<file path="config.mk">
export PLATFORM = sky130hd
export DESIGN_NAME = cpu_control_unit_flat
export DESIGN_NICKNAME = d
export VERILOG_FILES = /design/src/rtl/cpu_control_unit_if.sv /design/src/rtl/cpu_control_unit.sv /design/src/flat_wrapper.sv
export SDC_FILE = /design/constraint.sdc
export NUM_CORES = 1
export LEC_CHECK = 0
export CAP_MARGIN = 20
export CORE_MARGIN = 2
export CORE_UTILIZATION = 62
export CTS_CLUSTER_SIZE = 8
export DETAILED_ROUTE_END_ITERATION = 8
export DONT_BUFFER_PORTS = 1
export PLACE_DENSITY_LB_ADDON = 0.05
export REMOVE_ABC_BUFFERS = 1
export SYNTH_ARGS = -nofsm -noshare
export SYNTH_HDL_FRONTEND = slang
export SYNTH_SLANG_ARGS = --single-unit
</file>
<file path="constraint.sdc">
create_clock -name i_clk -period 2.3 [get_ports i_clk]
set_input_delay 0.46 -clock i_clk [delete_from_list [all_inputs] [get_ports i_clk]]
set_output_delay 0.46 -clock i_clk [all_outputs]
set_load 0.03 [all_outputs]
</file>
<file path="src/rtl/cpu_control_unit_if.sv">
// Control bundle between the hardwired sequencer and the 8-bit datapath.
// The sequencer drives through 'master'; the datapath side uses 'slave'.
interface cpu_control_unit_if;
    logic [15:0] IRout;
    logic [3:0]  ALU_Flag;
    logic [1:0]  RF_OutASel;
    logic [1:0]  RF_OutBSel;
    logic [1:0]  RF_FunSel;
    logic [3:0]  RF_RegSel;
    logic [1:0]  ARF_OutCSel;
    logic [1:0]  ARF_OutDSel;
    logic [1:0]  ARF_FunSel;
    logic [3:0]  ARF_RegSel;
    logic        IR_LH;
    logic        IR_En;
    logic [1:0]  IR_FunSel;
    logic [3:0]  ALU_FunSel;
    logic [1:0]  MuxASel;
    logic [1:0]  MuxBSel;
    logic        Mem_CS;
    logic        Mem_WR;
    logic [3:0]  Flags;
    logic        Halted;
    // Byte presented on the IR[7:0] mux input: PC_RESET during INIT, IR[7:0] otherwise.
    logic [7:0]  Imm_Out;

    modport master (
        input  IRout, ALU_Flag,
        output RF_OutASel, RF_OutBSel, RF_FunSel, RF_RegSel,
               ARF_OutCSel, ARF_OutDSel, ARF_FunSel, ARF_RegSel,
               IR_LH, IR_En, IR_FunSel, ALU_FunSel, MuxASel, MuxBSel,
               Mem_CS, Mem_WR, Flags, Halted, Imm_Out
    );

    modport slave (
        output IRout, ALU_Flag,
        input  RF_OutASel, RF_OutBSel, RF_FunSel, RF_RegSel,
               ARF_OutCSel, ARF_OutDSel, ARF_FunSel, ARF_RegSel,
               IR_LH, IR_En, IR_FunSel, ALU_FunSel, MuxASel, MuxBSel,
               Mem_CS, Mem_WR, Flags, Halted, Imm_Out
    );
endinterface

</file>
<file path="src/rtl/cpu_control_unit.sv">
// Hardwired sequencer: INIT, two-byte fetch, one or two execute cycles, HALT.
// All control outputs are decoded combinationally from the current state and IR.
module cpu_control_unit #(
    parameter logic [7:0] PC_RESET = 8'h00
) (
    input  logic                   i_clk,
    input  logic                   i_rst,
    cpu_control_unit_if.master     io_ctl,
    output logic [2:0]             o_state
);
    typedef enum logic [2:0] {
        S_INIT = 3'd0,
        S_F_LO = 3'd1,
        S_F_HI = 3'd2,
        S_EX1  = 3'd3,
        S_EX2  = 3'd4,
        S_HALT = 3'd5
    } state_t;

    state_t      r_state;
    state_t      w_next;
    logic [3:0]  r_flags;
    logic        w_flags_we;
    logic [3:0]  w_op;
    logic [1:0]  w_dst;
    logic [1:0]  w_src;
    logic [3:0]  w_dst_en;

    assign w_op     = io_ctl.IRout[15:12];
    assign w_dst    = io_ctl.IRout[11:10];
    assign w_src    = io_ctl.IRout[9:8];
    assign w_dst_en = ~(4'b0001 << w_dst);

    assign o_state        = r_state;
    assign io_ctl.Flags   = r_flags;
    assign io_ctl.Halted  = (r_state == S_HALT);
    assign io_ctl.Imm_Out = (r_state == S_INIT) ? PC_RESET : io_ctl.IRout[7:0];

    always_ff @(posedge i_clk) begin
        if (i_rst) begin
            r_state <= S_INIT;
            r_flags <= 4'b0000;
        end else begin
            r_state <= w_next;
            if (w_flags_we) begin
                r_flags <= io_ctl.ALU_Flag;
            end
        end
    end

    always_comb begin
        w_next             = r_state;
        w_flags_we         = 1'b0;
        io_ctl.RF_OutASel  = 2'd0;
        io_ctl.RF_OutBSel  = 2'd0;
        io_ctl.RF_FunSel   = 2'd0;
        io_ctl.RF_RegSel   = 4'b1111;
        io_ctl.ARF_OutCSel = 2'd0;
        io_ctl.ARF_OutDSel = 2'd0;
        io_ctl.ARF_FunSel  = 2'd0;
        io_ctl.ARF_RegSel  = 4'b1111;
        io_ctl.IR_LH       = 1'b0;
        io_ctl.IR_En       = 1'b0;
        io_ctl.IR_FunSel   = 2'd0;
        io_ctl.ALU_FunSel  = 4'b0000;
        io_ctl.MuxASel     = 2'd0;
        io_ctl.MuxBSel     = 2'd0;
        io_ctl.Mem_CS      = 1'b1;
        io_ctl.Mem_WR      = 1'b0;

        case (r_state)
            S_INIT: begin
                io_ctl.MuxBSel    = 2'd2;
                io_ctl.ARF_FunSel = 2'd2;
                io_ctl.ARF_RegSel = 4'b1110;
                w_next            = S_F_LO;
            end
            S_F_LO, S_F_HI: begin
                // Memory at PC goes into the IR byte picked by IR_LH while PC steps.
                io_ctl.ARF_OutDSel = 2'd0;
                io_ctl.Mem_CS      = 1'b0;
                io_ctl.IR_En       = 1'b1;
                io_ctl.IR_FunSel   = 2'd2;
                io_ctl.IR_LH       = (r_state == S_F_HI);
                io_ctl.ARF_FunSel  = 2'd1;
                io_ctl.ARF_RegSel  = 4'b1110;
                w_next             = (r_state == S_F_LO) ? S_F_HI : S_EX1;
            end
            S_EX1: begin
                w_next = S_F_LO;
                case (w_op)
                    4'h0: begin
                        io_ctl.MuxASel   = 2'd2;
                        io_ctl.RF_FunSel = 2'd2;
                        io_ctl.RF_RegSel = w_dst_en;
                    end
                    4'h1, 4'h2: begin
                        io_ctl.MuxBSel    = 2'd2;
                        io_ctl.ARF_FunSel = 2'd2;
                        io_ctl.ARF_RegSel = 4'b1101;
                        w_next            = S_EX2;
                    end
                    4'h3, 4'h4, 4'h5, 4'h6, 4'h7: begin
                        io_ctl.RF_OutASel = w_dst;
                        io_ctl.RF_OutBSel = w_src;
                        io_ctl.MuxASel    = 2'd0;
                        io_ctl.RF_FunSel  = 2'd2;
                        io_ctl.RF_RegSel  = w_dst_en;
                        w_flags_we        = 1'b1;
                    end
                    4'h8, 4'h9, 4'hA: begin
                        io_ctl.RF_OutASel = w_src;
                        io_ctl.MuxASel    = 2'd0;
                        io_ctl.RF_FunSel  = 2'd2;
                        io_ctl.RF_RegSel  = w_dst_en;
                        w_flags_we        = 1'b1;
                    end
                    4'hB: begin
                        io_ctl.RF_FunSel = 2'd1;
                        io_ctl.RF_RegSel = w_dst_en;
                    end
                    4'hC: begin
                        io_ctl.RF_FunSel = 2'd0;
                        io_ctl.RF_RegSel = w_dst_en;
                    end
                    4'hD, 4'hE: begin
                        // BEQ tests the latched Z flag, never the live ALU flags.
                        if (w_op == 4'hD || r_flags[0]) begin
                            io_ctl.MuxBSel    = 2'd2;
                            io_ctl.ARF_FunSel = 2'd2;
                            io_ctl.ARF_RegSel = 4'b1110;
                        end
                    end
                    4'hF: begin
                        w_next = S_HALT;
                    end
                endcase
                case (w_op)
                    4'h3:    io_ctl.ALU_FunSel = 4'b0100;
                    4'h4:    io_ctl.ALU_FunSel = 4'b0110;
                    4'h5:    io_ctl.ALU_FunSel = 4'b0111;
                    4'h6:    io_ctl.ALU_FunSel = 4'b1000;
                    4'h7:    io_ctl.ALU_FunSel = 4'b1001;
                    4'h8:    io_ctl.ALU_FunSel = 4'b0010;
                    4'h9:    io_ctl.ALU_FunSel = 4'b1010;
                    4'hA:    io_ctl.ALU_FunSel = 4'b1011;
                    default: io_ctl.ALU_FunSel = 4'b0000;
                endcase
            end
            S_EX2: begin
                io_ctl.ARF_OutDSel = 2'd2;
                io_ctl.Mem_CS      = 1'b0;
                if (w_op == 4'h1) begin
                    io_ctl.MuxASel   = 2'd1;
                    io_ctl.RF_FunSel = 2'd2;
                    io_ctl.RF_RegSel = w_dst_en;
                end else begin
                    io_ctl.RF_OutASel = w_src;
                    io_ctl.ALU_FunSel = 4'b0000;
                    io_ctl.Mem_WR     = 1'b1;
                end
                w_next = S_F_LO;
            end
            S_HALT: begin
                w_next = S_HALT;
            end
            default: begin
                w_next = S_INIT;
            end
        endcase
    end
endmodule
</file>
<file path="src/flat_wrapper.sv">
// flat-port wrapper written by rule: the top's interface ports become plain ports
module cpu_control_unit_flat 
#(
    parameter logic [7:0] PC_RESET = 8'h00
)
  (i_clk, i_rst, o_state, io_ctl_IRout, io_ctl_ALU_Flag, io_ctl_RF_OutASel, io_ctl_RF_OutBSel, io_ctl_RF_FunSel, io_ctl_RF_RegSel, io_ctl_ARF_OutCSel, io_ctl_ARF_OutDSel, io_ctl_ARF_FunSel, io_ctl_ARF_RegSel, io_ctl_IR_LH, io_ctl_IR_En, io_ctl_IR_FunSel, io_ctl_ALU_FunSel, io_ctl_MuxASel, io_ctl_MuxBSel, io_ctl_Mem_CS, io_ctl_Mem_WR, io_ctl_Flags, io_ctl_Halted, io_ctl_Imm_Out);
  cpu_control_unit_if io_ctl_i ();
  input  logic i_clk;
  input  logic i_rst;
  output logic [2:0] o_state;
  input wire logic [$bits(io_ctl_i.IRout)-1:0] io_ctl_IRout;
  input wire logic [$bits(io_ctl_i.ALU_Flag)-1:0] io_ctl_ALU_Flag;
  output wire logic [$bits(io_ctl_i.RF_OutASel)-1:0] io_ctl_RF_OutASel;
  output wire logic [$bits(io_ctl_i.RF_OutBSel)-1:0] io_ctl_RF_OutBSel;
  output wire logic [$bits(io_ctl_i.RF_FunSel)-1:0] io_ctl_RF_FunSel;
  output wire logic [$bits(io_ctl_i.RF_RegSel)-1:0] io_ctl_RF_RegSel;
  output wire logic [$bits(io_ctl_i.ARF_OutCSel)-1:0] io_ctl_ARF_OutCSel;
  output wire logic [$bits(io_ctl_i.ARF_OutDSel)-1:0] io_ctl_ARF_OutDSel;
  output wire logic [$bits(io_ctl_i.ARF_FunSel)-1:0] io_ctl_ARF_FunSel;
  output wire logic [$bits(io_ctl_i.ARF_RegSel)-1:0] io_ctl_ARF_RegSel;
  output wire logic [$bits(io_ctl_i.IR_LH)-1:0] io_ctl_IR_LH;
  output wire logic [$bits(io_ctl_i.IR_En)-1:0] io_ctl_IR_En;
  output wire logic [$bits(io_ctl_i.IR_FunSel)-1:0] io_ctl_IR_FunSel;
  output wire logic [$bits(io_ctl_i.ALU_FunSel)-1:0] io_ctl_ALU_FunSel;
  output wire logic [$bits(io_ctl_i.MuxASel)-1:0] io_ctl_MuxASel;
  output wire logic [$bits(io_ctl_i.MuxBSel)-1:0] io_ctl_MuxBSel;
  output wire logic [$bits(io_ctl_i.Mem_CS)-1:0] io_ctl_Mem_CS;
  output wire logic [$bits(io_ctl_i.Mem_WR)-1:0] io_ctl_Mem_WR;
  output wire logic [$bits(io_ctl_i.Flags)-1:0] io_ctl_Flags;
  output wire logic [$bits(io_ctl_i.Halted)-1:0] io_ctl_Halted;
  output wire logic [$bits(io_ctl_i.Imm_Out)-1:0] io_ctl_Imm_Out;
  assign io_ctl_i.IRout = io_ctl_IRout;
  assign io_ctl_i.ALU_Flag = io_ctl_ALU_Flag;
  assign io_ctl_RF_OutASel = io_ctl_i.RF_OutASel;
  assign io_ctl_RF_OutBSel = io_ctl_i.RF_OutBSel;
  assign io_ctl_RF_FunSel = io_ctl_i.RF_FunSel;
  assign io_ctl_RF_RegSel = io_ctl_i.RF_RegSel;
  assign io_ctl_ARF_OutCSel = io_ctl_i.ARF_OutCSel;
  assign io_ctl_ARF_OutDSel = io_ctl_i.ARF_OutDSel;
  assign io_ctl_ARF_FunSel = io_ctl_i.ARF_FunSel;
  assign io_ctl_ARF_RegSel = io_ctl_i.ARF_RegSel;
  assign io_ctl_IR_LH = io_ctl_i.IR_LH;
  assign io_ctl_IR_En = io_ctl_i.IR_En;
  assign io_ctl_IR_FunSel = io_ctl_i.IR_FunSel;
  assign io_ctl_ALU_FunSel = io_ctl_i.ALU_FunSel;
  assign io_ctl_MuxASel = io_ctl_i.MuxASel;
  assign io_ctl_MuxBSel = io_ctl_i.MuxBSel;
  assign io_ctl_Mem_CS = io_ctl_i.Mem_CS;
  assign io_ctl_Mem_WR = io_ctl_i.Mem_WR;
  assign io_ctl_Flags = io_ctl_i.Flags;
  assign io_ctl_Halted = io_ctl_i.Halted;
  assign io_ctl_Imm_Out = io_ctl_i.Imm_Out;
  cpu_control_unit #(.PC_RESET(PC_RESET)) u_core (.i_clk(i_clk), .i_rst(i_rst), .io_ctl(io_ctl_i), .o_state(o_state));
endmodule
</file>
==> impl_metrics.py <==
metrics = {
    "floorplanning": {
        "initial_core_util": 0.687,
        "die_w_um": 42.7,
        "ios": 72,
        "die_h_um": 42.7,
        "die_area_um2": 1820,
        "core_um2": 1350,
        "rows": 13,
    },
    "logic_synthesis": {
        "ys_types": 41,
        "synth_flop_cell": "dfxtp_1",
        "ys_seq_elements": 7,
        "ys_warn_count": 0,
        "synth_area_um2": 927,
        "synthCells": 127,
        "synth_most_common_cell": "nor2_1",
        "synth_area_leader_cell": "dfxtp_1",
        "yosysTopAreaCellShare": 0.151,
        "synth_compound_gate_area_share": 0.279,
        "synthMuxAreaShare": 0.0108,
        "synth.area.top_cells": "dfxtp_1 (15%), buf_4 (8.1%), ha_1 (8.1%), nor2b_1 (7.4%), o21ai_0 (4.9%)",
        "synth_edf_count": 0,
        "synth_area_per_cell_um2": 7.30,
        "yosys.area_share.simple": 0.341,
        "synth_top_family_by_area": "simple AND/OR/NAND/NOR gates",
        "synth_xor_area_frac": 0.00945,
        "synthTopCellsByCount": "nor2_1 (12), nor2b_1 (11), buf_4 (10)",
        "synthAdderAreaFrac": 0.0810,
        "yosysSeqAreaShare": 0.151,
        "async_flop_share": 0,
    },
    "route": {
        "final_antenna_net_count": 0,
        "routed-via-count": 1030,
        "post_drt_wl_per_cell_um": 16.1,
        "firstDrtPassIters": 4,
        "vias_per_cell": 6.06,
        "drt_first_iter_violations": 24,
        "finalWirelength_um": 2740,
        "drcViolationCount": 0,
    },
    "setup_path": {
        "cp.required_ns": 1.84,
        "startpoint_type": "flip-flop",
        "worstReg2RegEnd": "u_core.o_state[2]",
        "r2r_slack_ns": 0.78,
        "critPathArrivalTime_ns": 1.76,
        "end_kind": "output pin",
        "worstReg2RegStart": "u_core.o_state[2]",
        "crit_type": "flip-flop to output pin",
        "r2r_cells": 5,
        "critPathMaxFanout": 9,
    },
    "worst_hold_path": {
        "hold_start": "i_rst",
        "min_to": "u_core.o_state[2]",
        "hold_depth": 1,
        "hold_path_class": "input port to flip-flop",
    },
    "finish": {
        "synthToLayoutAreaGrowth_pct": 30.6,
        "final_core_util": 0.897,
        "drive_gt1_frac": 0.323,
        "final_cells": 170,
        "fin_nets": 184,
        "fill_cells": 67,
        "num_antenna_cells": 0,
    },
    "clocking": {
        "path_clk_slew_ns": 0.05,
        "clock-sinks": 7,
        "htreeDepth": 1,
        "clockBufferDepth": 2,
        "cts_setup_buffers": 0,
        "root_buffer": "clkbuf_4",
        "cts_buffers": 3,
        "cts_tree": "yes",
        "worstSkewPairLatency_ns": 0.25,
    },
    "global_routing": {
        "grt_pass1_vias": 915,
        "gr-total-overflow": 0,
        "grt_usage": 0.257,
        "grt_pass1_wl_um": 3770,
        "grt_max_degree": 17,
        "antenna_found_initial": 0,
    },
    "timing": {
        "fin_crit_ns": 2.22,
        "tns_ns": 0,
        "worst_pin_slew_ns": 0.582,
        "setup_viol": 0,
        "finClkSkew_ns": 0.00553,
        "finalHoldViolCount": 0,
        "fmax_mhz": 450,
        "drv_slew": 0,
        "rsz0062_at_grt": "yes",
        "post-route-period-util": 0.966,
        "slew_headroom": 0.611,
    },
    "outcome": {
        "status": "finished, final reports clean",
    },
    "power_and_ir_drop": {
        "p_per_area_nw_per_um2": 478,
        "ir_drop_mv": 0.421,
        "p_leak_nw": 0.532,
    },
    "job": {
        "maxCapViolCount": 0,
    },
    "placement": {
        "numPortBuffers": 0,
        "dpl.cell_count": 166,
        "dpl.hpwl_um": 1950,
        "gp_congestion": 0.909,
    },
}
-- layout by cell type, fill, tap and decap left out, types with 2 or more instances in the layout --
master,Yosys,routed
a22o_1,2,2
a22oi_1,2,2
ha_1,6,3
dfxtp_1,7,7
clkbuf_4,0,3
buf_4,10,34
ha_4,0,2
nand3_1,4,4
conb_1,2,7
nor2b_1,11,11
nand2_1,4,3
o21ai_0,9,9
o21bai_1,4,4
nand2b_1,6,6
inv_1,3,3
and3_1,3,3
and2b_1,2,2
nor2_1,12,12
a21oi_1,8,7
and2_1,3,3
nor3_1,5,3
-- state kept, by name (all words and copies together), names as in the netlist --
name / count
u_core.io_ctl.Flags: 4
u_core.o_state: 3
-- kinds of logic after synthesis --
| group | Yosys count |
|---|---|
| simple gates | 56 |
| compound gates | 36 |
| buf+inv | 18 |
| flops | 7 |
| fa+ha+maj | 6 |
| other cells | 2 |
| xor+xnor | 1 |
| mux | 1 |
-- worst max path at each step --
| stage | start | endpoint | slack, ns | depth (start not counted) |
|---|---|---|---|---|
| floorplan | u_core.o_state[2] | io_ctl_RF_OutASel[0] | -0.54 | 4 |
| global placement | io_ctl_IRout[12] | io_ctl_RF_OutASel[1] | 0.07 | 7 |
| detailed placement | io_ctl_IRout[12] | io_ctl_RF_RegSel[3] | -0.02 | 7 |
| CTS | u_core.o_state[1] | io_ctl_RF_OutASel[0] | 0.01 | 5 |
| global route | u_core.o_state[2] | io_ctl_RF_FunSel[1] | -0.008 | 6 |
| finish | u_core.o_state[2] | io_ctl_RF_FunSel[1] | 0.08 | 6 |
-- power by group --
group	total, mW	internal, mW	leakage [nW]	switching [mW]
Sequential	0.139	0.128	0.0570	0.0110
Clock	0.109	0.0660	0.0150	0.0426
Combinational	0.331	0.105	0.460	0.226
-- worst max-delay path: stages, from the launching register on --
cell and delay (ns):
dfxtp_1 0.38, buf_4 0.22, and3b_1 0.29, and3_1 0.24
nor2_1 0.11, o21ai_0 0.09, buf_4 0.18
-- timing repair --
item | in CTS | in global routing
endpoints found under the setup margin | 3 | 9
pin swaps | 0 | 2
hold buffers | 0 | 0
gates resized for setup | 1 | 11
-- cell type report --
cell class | instances | area (um^2) | share of cell area
multi-input combinational | 107 | 759 | 0.627
tap | 15 | 18.8 | 0.0155
timing repair buffer | 34 | 255 | 0.211
clock buffer | 4 | 26.3 | 0.0217
sequential | 7 | 140 | 0.116
inverter | 3 | 11.3 | 0.00930
-- per-stage QoR --
step / worst slack, ns / hold WS [ns] / instance area (um^2) / power (mW)
after floorplan: -0.536 / 0.525 / 847 / 0.372
after global routing: -0.00839 / 0.259 / 1210 / 0.615
after detailed placement: -0.0159 / 0.480 / 1120 / 0.458
after global placement: 0.0673 / 0.470 / 1120 / 0.452
final: 0.0775 / 0.273 / 1210 / 0.579
after CTS: 0.0108 / 0.270 / 1150 / 0.568
-- per-layer routing --
layer / track usage / up-vias / routed length, um
li1: - / 489 / -
met1: 0.279 / 464 / 943
met2: 0.479 / 71 / 1490
met3: 0.0681 / 6 / 270
met4: 0.0688 / 0 / 38
met5: 0 / - / 0
Note: power is estimated with default switching activity, not from simulation.
